$ cat src/rtl/uart_pkg.sv
// Shared UART definitions: 8N1 framing constants, receiver state encoding
// and the bit-period helper. The transmitter uses the same constants.
package uart_pkg;

  localparam int   DATA_BITS = 8;
  localparam logic START_BIT = 1'b0;
  localparam logic STOP_BIT  = 1'b1;

  typedef enum logic [2:0] {
    IDLE      = 3'd0,
    START     = 3'd1,
    DATA      = 3'd2,
    STOP      = 3'd3,
    WAIT_IDLE = 3'd4
  } state_t;

  // System clocks per serial bit; the result must lie in 4..65535 so the
  // 16-bit bit-period counter and the half-bit start check both work.
  function automatic int calc_clks_per_bit(input int clk_freq, input int baud_rate);
    return clk_freq / baud_rate;
  endfunction

endpackage

$ cat src/rtl/uart_rx_sync_2ff.sv
// Two-flop synchroniser for a single asynchronous bit. The reset value is a
// parameter so an idle-high line does not look like an edge after reset.
module sync_2ff #(
  parameter logic RST_VAL = 1'b1
) (
  input  logic clk,
  input  logic reset_n,
  input  logic d,
  output logic q
);

  logic [1:0] sync_reg;

  // Shift the asynchronous input through two flops to settle metastability.
  always_ff @(posedge clk) begin
    if (!reset_n) begin
      sync_reg <= {2{RST_VAL}};
    end else begin
      sync_reg <= {sync_reg[0], d};
    end
  end

  assign q = sync_reg[1];

endmodule

$ cat src/rtl/uart_rx.sv
// 8N1 UART receiver. Synchronises the serial line, validates the start bit at
// mid-bit, samples eight data bits LSB first at their centres, checks the stop
// bit, and reports either a one-cycle rx_valid pulse or a frame_err pulse.
module uart_rx
  import uart_pkg::*;
#(
  parameter int clk_freq  = 50000000,
  parameter int baud_rate = 9600
) (
  input  logic       clk,
  input  logic       reset_n,
  input  logic       rx_line,
  output logic [7:0] data,
  output logic       rx_valid,
  output logic       rx_busy,
  output logic       frame_err
);

  // Bit timing derived from the clock and baud rate; clks_per_bit must be
  // between 4 and 65535 for the 16-bit counter.
  localparam int clks_per_bit = calc_clks_per_bit(clk_freq, baud_rate);
  localparam int half_bit     = clks_per_bit / 2;

  localparam logic [15:0] bit_last   = 16'(clks_per_bit - 1);
  localparam logic [15:0] half_last  = 16'(half_bit - 1);
  localparam logic [2:0]  index_last = 3'(DATA_BITS - 1);

  logic                 rx_s;
  state_t               state_reg;
  logic [15:0]          clk_count_reg;
  logic [2:0]           bit_index_reg;
  logic [DATA_BITS-1:0] shift_reg;
  logic [DATA_BITS-1:0] data_reg;
  logic                 rx_valid_reg;
  logic                 rx_busy_reg;
  logic                 frame_err_reg;

  sync_2ff #(
    .RST_VAL (1'b1)
  ) u_sync (
    .clk     (clk),
    .reset_n (reset_n),
    .d       (rx_line),
    .q       (rx_s)
  );

  // Frame state machine; every output is registered and the two pulses
  // default low so each lasts exactly one cycle.
  always_ff @(posedge clk) begin
    if (!reset_n) begin
      state_reg     <= IDLE;
      clk_count_reg <= 16'd0;
      bit_index_reg <= 3'd0;
      shift_reg     <= '0;
      data_reg      <= '0;
      rx_valid_reg  <= 1'b0;
      rx_busy_reg   <= 1'b0;
      frame_err_reg <= 1'b0;
    end else begin
      rx_valid_reg  <= 1'b0;
      frame_err_reg <= 1'b0;
      case (state_reg)
        IDLE: begin
          rx_busy_reg   <= 1'b0;
          clk_count_reg <= 16'd0;
          if (rx_s == START_BIT) begin
            state_reg   <= START;
            rx_busy_reg <= 1'b1;
          end
        end

        START: begin
          if (clk_count_reg == half_last) begin
            clk_count_reg <= 16'd0;
            bit_index_reg <= 3'd0;
            if (rx_s == START_BIT) begin
              state_reg <= DATA;
            end else begin
              // Line went back high before mid start bit: treat as a glitch.
              state_reg   <= IDLE;
              rx_busy_reg <= 1'b0;
            end
          end else begin
            clk_count_reg <= clk_count_reg + 16'd1;
          end
        end

        DATA: begin
          if (clk_count_reg == bit_last) begin
            clk_count_reg <= 16'd0;
            shift_reg     <= {rx_s, shift_reg[DATA_BITS-1:1]};
            if (bit_index_reg == index_last) begin
              bit_index_reg <= 3'd0;
              state_reg     <= STOP;
            end else begin
              bit_index_reg <= bit_index_reg + 3'd1;
            end
          end else begin
            clk_count_reg <= clk_count_reg + 16'd1;
          end
        end

        STOP: begin
          if (clk_count_reg == bit_last) begin
            clk_count_reg <= 16'd0;
            if (rx_s == STOP_BIT) begin
              // Back to IDLE at mid stop bit so a back-to-back start is caught.
              data_reg     <= shift_reg;
              rx_valid_reg <= 1'b1;
              rx_busy_reg  <= 1'b0;
              state_reg    <= IDLE;
            end else begin
              frame_err_reg <= 1'b1;
              state_reg     <= WAIT_IDLE;
            end
          end else begin
            clk_count_reg <= clk_count_reg + 16'd1;
          end
        end

        WAIT_IDLE: begin
          // A held-low (break) line must not be mistaken for a new start bit.
          if (rx_s == STOP_BIT) begin
            state_reg   <= IDLE;
            rx_busy_reg <= 1'b0;
          end
        end

        default: begin
          state_reg   <= IDLE;
          rx_busy_reg <= 1'b0;
        end
      endcase
    end
  end

  assign data      = data_reg;
  assign rx_valid  = rx_valid_reg;
  assign rx_busy   = rx_busy_reg;
  assign frame_err = frame_err_reg;

endmodule

$ cat config.mk
export PLATFORM = sky130hd
export DESIGN_NAME = uart_rx
export DESIGN_NICKNAME = d
export VERILOG_FILES = /design/src/rtl/uart_pkg.sv /design/src/rtl/uart_rx_sync_2ff.sv /design/src/rtl/uart_rx.sv
export SDC_FILE = /design/constraint.sdc
export NUM_CORES = 1
export LEC_CHECK = 0
export BUFFER_PORTS_ARGS = -buffer_cell sky130_fd_sc_hd__buf_4
export CAP_MARGIN = 40
export CORE_ASPECT_RATIO = 1.4
export CORE_UTILIZATION = 40
export DETAILED_ROUTE_END_ITERATION = 8
export SYNTH_ARGS = -nofsm -noshare
export SYNTH_HDL_FRONTEND = slang
export SYNTH_SLANG_ARGS = --single-unit
$ cat constraint.sdc
create_clock -name clk -period 5 [get_ports clk]
set_clock_uncertainty 0.15 [all_clocks]
set_input_delay 0.75 -clock clk [delete_from_list [all_inputs] [get_ports clk]]
set_output_delay 0.75 -clock clk [all_outputs]
set_load 0.03 [all_outputs]
; After elaboration in Yosys (flattened, before gate mapping)
; Index checks and enable logic that the tools add are counted.
; Widths: inputs -> output; s select.
[totals]
reg_bits = 43
latch_bits = 0
ramBits = 0
rom_bits = 0
inputBits = 3
out_inout_bits = 11
word_cells = 57
memories = 0
[op_classes]
n_addsub = 2
mul = 0
div_mod_pow = 0
n_lt_le_gt_ge = 0
eq_ne = 13
shifts = 0
mux = 22
bitwise_logic = 1
reduce_logical = 10
[op_table]
columns = op, count
row1 = $pmux 16 s3, 1
row2 = $mux 16, 2
row3 = $mux 3, 10
row4 = $add 16x1->16 const B, 1
row5 = $eq 16x12->1 const B, 1
row6 = $eq 16x13->1 const B, 1
row7 = $pmux 3 s5, 1
row8 = $reduce_and 3->1, 4
row9 = $ne 2x2->1 const B, 5
row10 = $eq 3x2->1 const B, 2
row11 = $eq 3x3->1 const B, 2
row12 = $pmux 3 s2, 1
row13 = $reduce_and 6->1, 1
row14 = $mux 1, 5
row15 = $pmux 1 s5, 1
row16 = $add 3x1->3 const B, 1
row17 = $eq 3x1->1 const B, 1
row18 = $logic_not 3->1, 1
row19 = $reduce_bool 3->1, 1
row20 = $mux 2, 1
row21 = $ne 2x1->1 const B, 1
row22 = $reduce_and 2->1, 1
row23 = $reduce_bool 2->1, 1
row24 = $reduce_or 2->1, 1
row25 = $not 1->1, 1

; Logic depth before layout (Yosys ltp)
; Gate-level depths: netlist (run 1).
[logic_depth]
word_depth = 4
ltp_mapped = 7
mapped_depth_nobuf = 7

; Hierarchy
; Synthesis (run 1) repeated with hierarchy kept, for this count alone.
[unflattened]
cells_unflattened = 223
area_unflattened_um2 = 1960.6
[by_module_without_submodules]
columns = mod, n_inst, cells_per_inst, area_each_um2, seq_area_each_um2
row1 = uart_rx, 1, 219, 1908.1, 820.8
row2 = sync_2ff, 1, 4, 52.6, 40.0

; Worst setup path after synthesis (run 1)
; OpenSTA, ideal clock, no wires.
[synth_path]
kind = register -> register
start = register clk_count_reg[0]
end = register state_reg[1]
arrival_ps = 1754
required_time_ps = 4781
setup_slack_ps = 3027
stages_incl_launch_ff = 7
path_buffers = 0
synth_period_minus_slack_ps = 1973
path_cell_list = dfxtp_1 ha_1 nor4bb_1 nand4_1 and3b_4 or4_1 o21ai_1
[synth_via]
elab_chain_cells = 3
elab_cells_between_ends = 6
[synth_lines]
columns = item, line
row1 = "start, declared", uart_rx.sv:30  ; logic [15:0] clk_count_reg;
row2 = "start signal, assigned", uart_rx.sv:84  ; clk_count_reg <= clk_count_reg + 16'd1;
row3 = "start signal, assigned", uart_rx.sv:99  ; clk_count_reg <= clk_count_reg + 16'd1;
row4 = "start signal, assigned", uart_rx.sv:117  ; clk_count_reg <= clk_count_reg + 16'd1;
row5 = $eq 16x13->1 or $eq 16x12->1 (tied branches), "uart_rx.sv:89, uart_rx.sv:104, uart_rx.sv:73"
row6 = $ne 2x2->1 (no line), n/a
row7 = $reduce_and 6->1 (no line) *, n/a
row8 = "end signal, assigned", uart_rx.sv:94  ; state_reg <= STOP;
row9 = "end signal, assigned", uart_rx.sv:111  ; state_reg <= IDLE;
row10 = "end signal, assigned", uart_rx.sv:114  ; state_reg <= WAIT_IDLE;
row11 = "end, declared", uart_rx.sv:29  ; state_t state_reg;
; Mark *: on every way between the ends. The rest lies on a longest branch, timed or not.
; A chain may end at the register's enable or synchronous reset.

; Worst setup path after layout (run 1)
[layout_path]
start = register clk_count_reg[0]
end = register clk_count_reg[3]
[layout_via]
elab_chain_cells = 3
elab_cells_between_ends = 6
[layout_lines]
columns = item, line
row1 = "$add 16x1->16, or another cell as far along", "uart_rx.sv:84, uart_rx.sv:99, uart_rx.sv:117"
row2 = $mux 16 (on tied branches), "uart_rx.sv:89, uart_rx.sv:104, uart_rx.sv:73"
row3 = $pmux 16 s3 *, uart_rx.sv:62  ; case (state_reg)
; Marked as above.

==> results.yml, run 1 <==
status:
  status: "complete, no violations"
critical_path:
  worstPathRequired_ps: 5020
  cpMostUsedCell: "nor2_1"
  timing_worst_setup_path_type: "flop to flop"
  cp_max_fo: 23
  cp-end-kind: "flop"
  crit_arrival_ps: 2900
  critical_path.slowest_cell: "and4_1"
  max_stage_delay_ps: 700
  startpoint_type: "flop"
  crit_chain: "ha_1, nor4b_2, and4_1, nor2_1, o21ai_0, nor2_1"
power:
  power_uw: 597.5
  power.leakage_uw: 0.0008122
  ir_worst_vdd_mv: 0.1053
  powerDensity_nw_per_um2: 255.7
clock_network:
  clk_path_buf_depth: 2
  cts_setup_buffers: 0
  cts_root_buf: "clkbuf_8"
  htreeDepth: 2
  postCtsResizedCells: 0
  clkLatencyLatePin_ps: 300
  cts_tree: "done"
  clk_pin_slew_ps: 90
  ctsHoldBuffers: 0
  numClockSinks: 43
  cts_buffers: 5
floorplan:
  start_util_pct: 41.62
  die_width_um: 64.16
  rows: 31
  dieArea_um2: 5711
  pin_count: 14
  coreArea_um2: 5197
  die_height_um: 89.02
sta:
  drv_slew: 0
  setup-tns-final_ps: 0
  timing_hold_violations_final: 0
  rsz0062_at_grt: "false"
  worstMarginPinSlew_ps: 875.6
  max_freq_mhz: 347.0
  setup_viol: 0
  slew_headroom_pct: 41.55
  period_share_pct: 57.64
  period_minus_slack_ps: 2882
yosys:
  ys_seq_area_share_pct: 39.79
  yosysTopAreaCellShare_pct: 39.79
  synth_nets: 259
  yosysTopAreaCell: "dfxtp_1"
  postSynthAreaPerCell_um2: 8.551
  netlist_area_um2: 2163
  synth_cell_types: 48
  synth_warnings: 0
  async_reset_ff_share_pct: 0
  synthesis.instances: 253
  ys_seq_elements: 43
  synth_edf_count: 0
  synth_area_leaders: "dfxtp_1, a21boi_0, nand2_1"
  ys.flop_type: "dfxtp_1"
flow_run:
  cap_viol_max_count: 0
global_routing:
  grt_max_degree: 43
  grt_pass1_wl_um: 7458
  antenna_found_initial: 0
  grt_overflow: 0
  grt_pass1_vias: 1586
  grt_usage_pct: 16.95
layout:
  fin_area_um2: 2337
  final_layout_size_suffix_gt1_share_pct: 10.98
  largest_reg_flops: 16
  fin_nets: 260
  n_antenna_cell: 0
  area_growth_pct: 8.039
  utilization_pct: 44.97
place:
  placed_cell_area_um2: 2245
  port_buffers: 13
  gp_congestion: 0.7717
  dp_hpwl_um: 3006
route:
  viasPerCell: 5.498
  routed_wl_um: 4466
  wl_per_cell_um: 13.91
  dr.pass1.iters: 4
  route.detailed.drc: 0
  ant_nets: 0
  drtIter0Drc: 180
  vias: 1765
min_path:
  hold_class: "flop to flop"
==> cell families (layout without fill, tap and decap cells) <==
family	count (synthesis)	in the layout	synth area share, %
AOI/OAI and AO/OA	50	50	16.43
xor gates and xnor gates	10	10	4.048
adders and majority gates	3	3	1.735
buffers and inverters	20	22	4.742
DFF	43	43	39.79
muxes	3	3	1.388
and+or+nand+nor	124	124	31.87
==> synthesized netlist by cell type (2+ instances only) <==
master    instances
o211ai_1          2
a21boi_0         23
nor3b_1           2
nand2_1          39
nor4b_2           2
nor3_1            5
xor2_1            6
o21bai_1          2
xnor2_1           4
o21ai_0          10
nand4_1           5
o21a_1            2
a31oi_1           2
buf_2             7
nor2b_1           3
and2_1            3
and4bb_1          2
clkbuf_1          9
ha_1              3
dfxtp_1          43
mux2i_1           3
nand2b_1          5
and4_1            3
nor4bb_1          3
nor4_1            2
and3_1            3
nand3_1          23
buf_6             2
nor2_1           13
o22ai_1           3
nand4b_1          2
==> cell usage in the layout (no fill, tap or decap), types with 3 or more instances in the layout <==
| cell type | netlist | final |
|---|---|---|
| buf_4 | 1 | 13 |
| nor3_1 | 5 | 5 |
| nand4_1 | 5 | 5 |
| o22ai_1 | 3 | 3 |
| nand2_1 | 39 | 39 |
| clkbuf_8 | 0 | 5 |
| and3_1 | 3 | 3 |
| and2_1 | 3 | 3 |
| a21boi_0 | 23 | 23 |
| nor2_1 | 13 | 13 |
| xor2_1 | 6 | 6 |
| dfxtp_1 | 43 | 43 |
| nand2b_1 | 5 | 5 |
| ha_1 | 3 | 3 |
| and4_1 | 3 | 3 |
| mux2i_1 | 3 | 3 |
| o21ai_0 | 10 | 10 |
| nand3_1 | 23 | 23 |
| xnor2_1 | 4 | 4 |
| nor2b_1 | 3 | 3 |
| nor4bb_1 | 3 | 3 |
==> path summary, 6_finish.rpt <==
check                                                   start                            end  slack, ps  cells past startpoint
worst min-delay path            u_sync.sync_reg[0]$_SDFF_PN1_  u_sync.sync_reg[1]$_SDFF_PN1_        260                      1
worst max-delay path            clk_count_reg[0]$_SDFFE_PN0P_  clk_count_reg[3]$_SDFFE_PN0P_       2120                      6
worst min register to register  u_sync.sync_reg[0]$_SDFF_PN1_  u_sync.sync_reg[1]$_SDFF_PN1_        260                      1
worst max register to register  clk_count_reg[0]$_SDFFE_PN0P_  clk_count_reg[3]$_SDFFE_PN0P_       2120                      6
==> worst max-delay path: cells and delay by family, from the launching register on <==
family,cells,cell delay (ps)
DFF,1,420
and+or+nand+nor,4,1360
AOI/OAI and AO/OA,1,520
adders and majority gates,1,290
==> area by class of cell <==
cell class	count	area, um2
Fill cell	544	2860
Clock buffer	5	68.82
Tap cell	66	82.58
Inverter	1	3.754
Clock inverter	3	23.77
Timing Repair Buffer	13	97.59
Multi-Input combinational cell	190	1200
Sequential cell	43	860.8
==> metal layers <==
metal,up-vias,share of wire [%],track usage [%]
met5,-,0,0
met4,0,2.7,9.293
met3,10,2.5,3.444
met2,29,49,29.69
met1,829,45,19.36
li1,897,-,-
==> power by group <==
part	internal, uW	switching [uW]
sequential	344	2.95
combinational	8.29	11.0
clock	100	131
==> through the flow <==
step,worst slack (ps),hold WS (ps),cells
after detailed placement,2171,243.3,313
after global routing,1850,320.3,321
after CTS,2143,264.0,321
after global placement,2259,240.4,313
after floorplan,3027,236.3,253
final,2118,262.4,321
(Power assumes the default switching activity.)
==> inputs of run 2 (changes only) <==
==> constraint.sdc (replaced) <==
create_clock -name clk -period 2.56 [get_ports clk]
set_clock_uncertainty 0.15 [all_clocks]
set_input_delay 0.384 -clock clk [delete_from_list [all_inputs] [get_ports clk]]
set_output_delay 0.384 -clock clk [all_outputs]
set_load 0.03 [all_outputs]
==> results.yml, run 2 (same netlist as run 1, synthesis figures left out) <==
critical_path:
  timing.rr.start: "clk_count_reg[0]$_SDFFE_PN0P_"
  timing_worst_setup_path_type: "flop to flop"
  cp_max_fo: 18
  crit_arrival_ps: 2260
  cp-end-kind: "flop"
  startpoint_type: "flop"
  r2r_setup_slack_ps: 320
  critical_path.reg2reg.endpoint: "bit_index_reg[2]$_SDFFE_PN0P_"
  critPathLaunch: "clk_count_reg[0]$_SDFFE_PN0P_"
  rr_worst_depth: 7
  worstPathRequired_ps: 2580
layout:
  seqCellArea_um2: 860.8
  final_layout_size_suffix_gt1_share_pct: 11.97
  fin_nets: 264
  utilization_pct: 45.40
  area_growth_pct: 9.080
  multi_input_area_um2: 1200
  final_common_cell: "dfxtp_1"
  largest_reg_flops: 16
  n_antenna_cell: 0
  fill_cells: 542
  layout_common_cells: "dfxtp_1, nand2_1, nand3_1, a21boi_0, buf_4"
route:
  dr.pass1.iters: 4
  viasPerCell: 5.428
  vias: 1764
  drtIter0Drc: 153
  ant_nets: 0
  route.detailed.drc: 0
  routed_wl_um: 4509
  wl_per_cell_um: 13.87
sta:
  drv_slew: 0
  max_freq_mhz: 446.4
  period_share_pct: 87.51
  timing_hold_violations_final: 0
  period_minus_slack_ps: 2240
  worstMarginPinSlew_ps: 797.0
  setup_viol: 0
  setup-tns-final_ps: 0
  rsz0062_at_grt: "false"
  slew_headroom_pct: 46.67
  timing.final.ws_setup_ps: 319.8
power:
  power.leakage_uw: 0.0008338
  ir_worst_vdd_mv: 0.2092
  powerDensity_nw_per_um2: 485.4
clock_network:
  cts_root_buf: "clkbuf_8"
  htreeDepth: 2
  ctsHoldBuffers: 0
  cts_tree: "done"
  postCtsResizedCells: 0
  numClockSinks: 43
  clk_path_buf_depth: 2
  clk_pin_slew_ps: 80
  cts_buffers: 5
  clkLatencyLatePin_ps: 300
  cts_setup_buffers: 0
floorplan:
  coreArea_um2: 5197
  start_util_pct: 41.62
  die_width_um: 64.16
  dieArea_um2: 5711
  die_height_um: 89.02
  rows: 31
  pin_count: 14
min_path:
  min_path_cells: 2
  hold_class: "primary input to flop"
  hold_path_startpoint: "rx_line"
  hold_path_end: "u_sync.sync_reg[0]$_SDFF_PN1_"
place:
  dp_slack_ps: 345.8
  dp_hpwl_um: 3060
  port_buffers: 13
  gp_congestion: 0.8035
global_routing:
  grt_max_degree: 42
  grt_pass1_vias: 1705
  grt_pass1_wl_um: 7983
  grt_overflow: 0
  grt_usage_pct: 17.93
  antenna_found_initial: 0
flow_run:
  cap_viol_max_count: 0
status:
  status: "complete, no violations"
==> run 2: changes by cell type in the layout (fill, tap and decap cells not counted) <==
cell        delta
clkbuf_1       +1
buf_4          +4
clkinvlp_4     -1
inv_6          -1
clkinv_2       +1
==> run 2: routing by layer <==
metal	vias up	global-route usage, %	wire [um]
met5	-	0	0
met4	0	8.283	85
met3	7	3.827	128
met2	27	29.30	2134
met1	826	22.66	2161
li1	904	-	-
==> run 2: how the worst max path moves through the flow <==
stage                                               end  slack (ps)  cells after the start
after floorplan               state_reg[1]$_SDFFE_PN0P_         590                      6
final                     bit_index_reg[2]$_SDFFE_PN0P_         320                      7
after global placement    bit_index_reg[2]$_SDFFE_PN0P_         360                      7
after CTS                 bit_index_reg[2]$_SDFFE_PN0P_         330                      7
after global routing          shift_reg[3]$_SDFFE_PN0P_         120                      5
after detailed placement      state_reg[1]$_SDFFE_PN0P_         350                      6
==> run 2: layout make-up <==
class	instances	share of cell area, %
Tap cell	66	3.499
Inverter	1	0.1591
Multi-Input combinational cell	190	50.85
Clock inverter	2	0.5302
Sequential cell	43	36.48
Timing Repair Buffer	17	5.408
Clock buffer	6	3.075
==> run 2: worst max-delay path, stage by stage, from the launching register on <==
cell      delay, ps
dfxtp_1         410
ha_1            280
nor4b_2         220
and4_1          350
buf_4           260
and3b_1         200
o21bai_2        110
mux2i_1         140
==> run 2: power breakdown <==
group | total, uW | switching, uW | internal, uW
combinational | 38.2 | 21.0 | 17.2
clock | 430 | 239 | 191
sequential | 677 | 5.64 | 672
==> run 2: stage by stage <==
step | cells | hold WS, ps | power, uW | cell area (um2)
after global routing | 325 | 118.7 | 1197 | 2360
final | 325 | 122.5 | 1145 | 2360
after floorplan | 253 | 236.3 | 721.0 | 2163
after CTS | 325 | 121.2 | 1161 | 2360
after detailed placement | 317 | 252.5 | 732.0 | 2275
after global placement | 317 | 253.8 | 732.5 | 2275
==> inputs of run 3 (changes only) <==
--- a/config.mk
+++ b/config.mk
@@ -10,6 +10,7 @@
 export CORE_ASPECT_RATIO = 1.4
 export CORE_UTILIZATION = 40
 export DETAILED_ROUTE_END_ITERATION = 8
+export MAX_ROUTING_LAYER = met4
 export SYNTH_ARGS = -nofsm -noshare
 export SYNTH_HDL_FRONTEND = slang
 export SYNTH_SLANG_ARGS = --single-unit
==> results.yml, run 3 (same netlist as run 1, synthesis figures left out) <==
critical_path:
  rr_worst_depth: 7
  timing_worst_setup_path_type: "flop to flop"
  critical_path.slowest_cell: "dfxtp_1"
  r2r_setup_slack_ps: 300
  critical_path.reg2reg.endpoint: "bit_index_reg[2]$_SDFFE_PN0P_"
  path_buf_inv: 1
  cp-end-kind: "flop"
  startpoint_type: "flop"
  worstPathRequired_ps: 2580
  crit_chain: "ha_1, nor4b_2, and4_1, buf_4, and3b_1, o21bai_2, mux2i_1"
  timing.rr.start: "clk_count_reg[0]$_SDFFE_PN0P_"
  crit_arrival_ps: 2280
  cp_max_fo: 18
  max_stage_delay_ps: 410
  cp_top_family: "simple AND/OR/NAND/NOR gates"
layout:
  final_common_cell: "dfxtp_1"
  fin_nets: 264
  layout_common_cells: "dfxtp_1, nand2_1, nand3_1, a21boi_0, buf_4"
  n_antenna_cell: 0
  largest_reg_flops: 16
  fin_cells: 325
  final_layout_size_suffix_gt1_share_pct: 11.97
  fill_cells: 542
  area_growth_pct: 9.080
clock_network:
  postCtsResizedCells: 0
  cts_setup_buffers: 0
  clk_path_buf_depth: 2
  numClockSinks: 43
  cts_tree: "done"
  cts_root_buf: "clkbuf_8"
  clk_pin_slew_ps: 80
  cts_buffers: 5
  htreeDepth: 2
  clkLatencyLatePin_ps: 290
  ctsHoldBuffers: 0
global_routing:
  grt_overflow: 0
  grt_usage_pct: 18.40
  grt_pass1_vias: 1712
  grt_pass1_wl_um: 7976
  grt_max_degree: 42
  antenna_found_initial: 0
min_path:
  min_path_cells: 2
  hold_path_end: "u_sync.sync_reg[0]$_SDFF_PN1_"
  hold_class: "primary input to flop"
  hold_path_startpoint: "rx_line"
floorplan:
  die_height_um: 89.02
  pin_count: 14
  rows: 31
  die_width_um: 64.16
  start_util_pct: 41.62
  dieArea_um2: 5711
  coreArea_um2: 5197
sta:
  slew_headroom_pct: 47.03
  period_share_pct: 88.15
  timing_hold_violations_final: 0
  setup_viol: 0
  max_freq_mhz: 443.1
  period_minus_slack_ps: 2257
  setup-tns-final_ps: 0
  worstMarginPinSlew_ps: 791.6
  rsz0062_at_grt: "false"
  drv_slew: 0
place:
  gp_congestion: 0.8152
  placed_cells: 317
  port_buffers: 13
  dp_hpwl_um: 3060
power:
  power.leakage_uw: 0.0008338
  powerDensity_nw_per_um2: 485.9
  ir_worst_vdd_mv: 0.2111
route:
  wl_per_cell_um: 13.90
  dr.pass1.iters: 4
  viasPerCell: 5.394
  routed_wl_um: 4517
  drtIter0Drc: 160
  vias: 1753
  route.detailed.drc: 0
  ant_nets: 0
status:
  status: "complete, no violations"
flow_run:
  cap_viol_max_count: 0
==> run 3: cell counts in the layout (fill, tap and decap cells not counted) <==
No cell type changed its count.
==> run 3: cell type report <==
class                   instances  area (um2)  area share (%)
clock buffers                   6       72.57           3.075
well taps                      66       82.58           3.499
inverters                       1       3.754          0.1591
multi-input cells             190        1200           50.85
clock inverters                 2       12.51          0.5302
repair buffers                 17       127.6           5.408
flip-flops and latches         43       860.8           36.48
==> run 3: how the worst max path moves through the flow <==
stage                                  startpoint                       endpoint  slack [ps]  cells past startpoint
CTS                 clk_count_reg[0]$_SDFFE_PN0P_  bit_index_reg[2]$_SDFFE_PN0P_         330                      7
detailed placement  clk_count_reg[0]$_SDFFE_PN0P_      state_reg[1]$_SDFFE_PN0P_         350                      6
global placement    clk_count_reg[0]$_SDFFE_PN0P_  bit_index_reg[2]$_SDFFE_PN0P_         360                      7
global route            state_reg[2]$_SDFFE_PN0P_      shift_reg[3]$_SDFFE_PN0P_         120                      5
finish              clk_count_reg[0]$_SDFFE_PN0P_  bit_index_reg[2]$_SDFFE_PN0P_         300                      7
floorplan           clk_count_reg[0]$_SDFFE_PN0P_      state_reg[1]$_SDFFE_PN0P_         590                      6
==> run 3: metrics by stage <==
stage | util [%] | hold WS [ps] | worst slack (ps) | instance area, um2 | total power (uW)
floorplan | - | 236.3 | 587.1 | 2163 | 721.0
global placement | 43.77 | 253.8 | 358.9 | 2275 | 732.5
detailed placement | 43.77 | 252.5 | 345.8 | 2275 | 732.0
CTS | 45.40 | 121.2 | 325.3 | 2360 | 1161
global route | 45.40 | 121.4 | 115.6 | 2360 | 1195
finish | 45.40 | 121.6 | 303.4 | 2360 | 1147
==> run 3: layer usage <==
| metal | GRT usage [%] | routed length (um) |
|---|---|---|
| met3 | 3.444 | 104 |
| met1 | 22.66 | 2229 |
| met2 | 29.30 | 2098 |
| met4 | 8.283 | 85 |
| met5 | - | 0 |
==> run 3: power breakdown <==
group | total (uW) | leakage (uW) | internal (uW) | switching [uW]
sequential | 677 | 0.000347 | 672 | 5.63
clock | 431 | 0.0000412 | 191 | 240
combinational | 38.2 | 0.000446 | 17.2 | 21.0
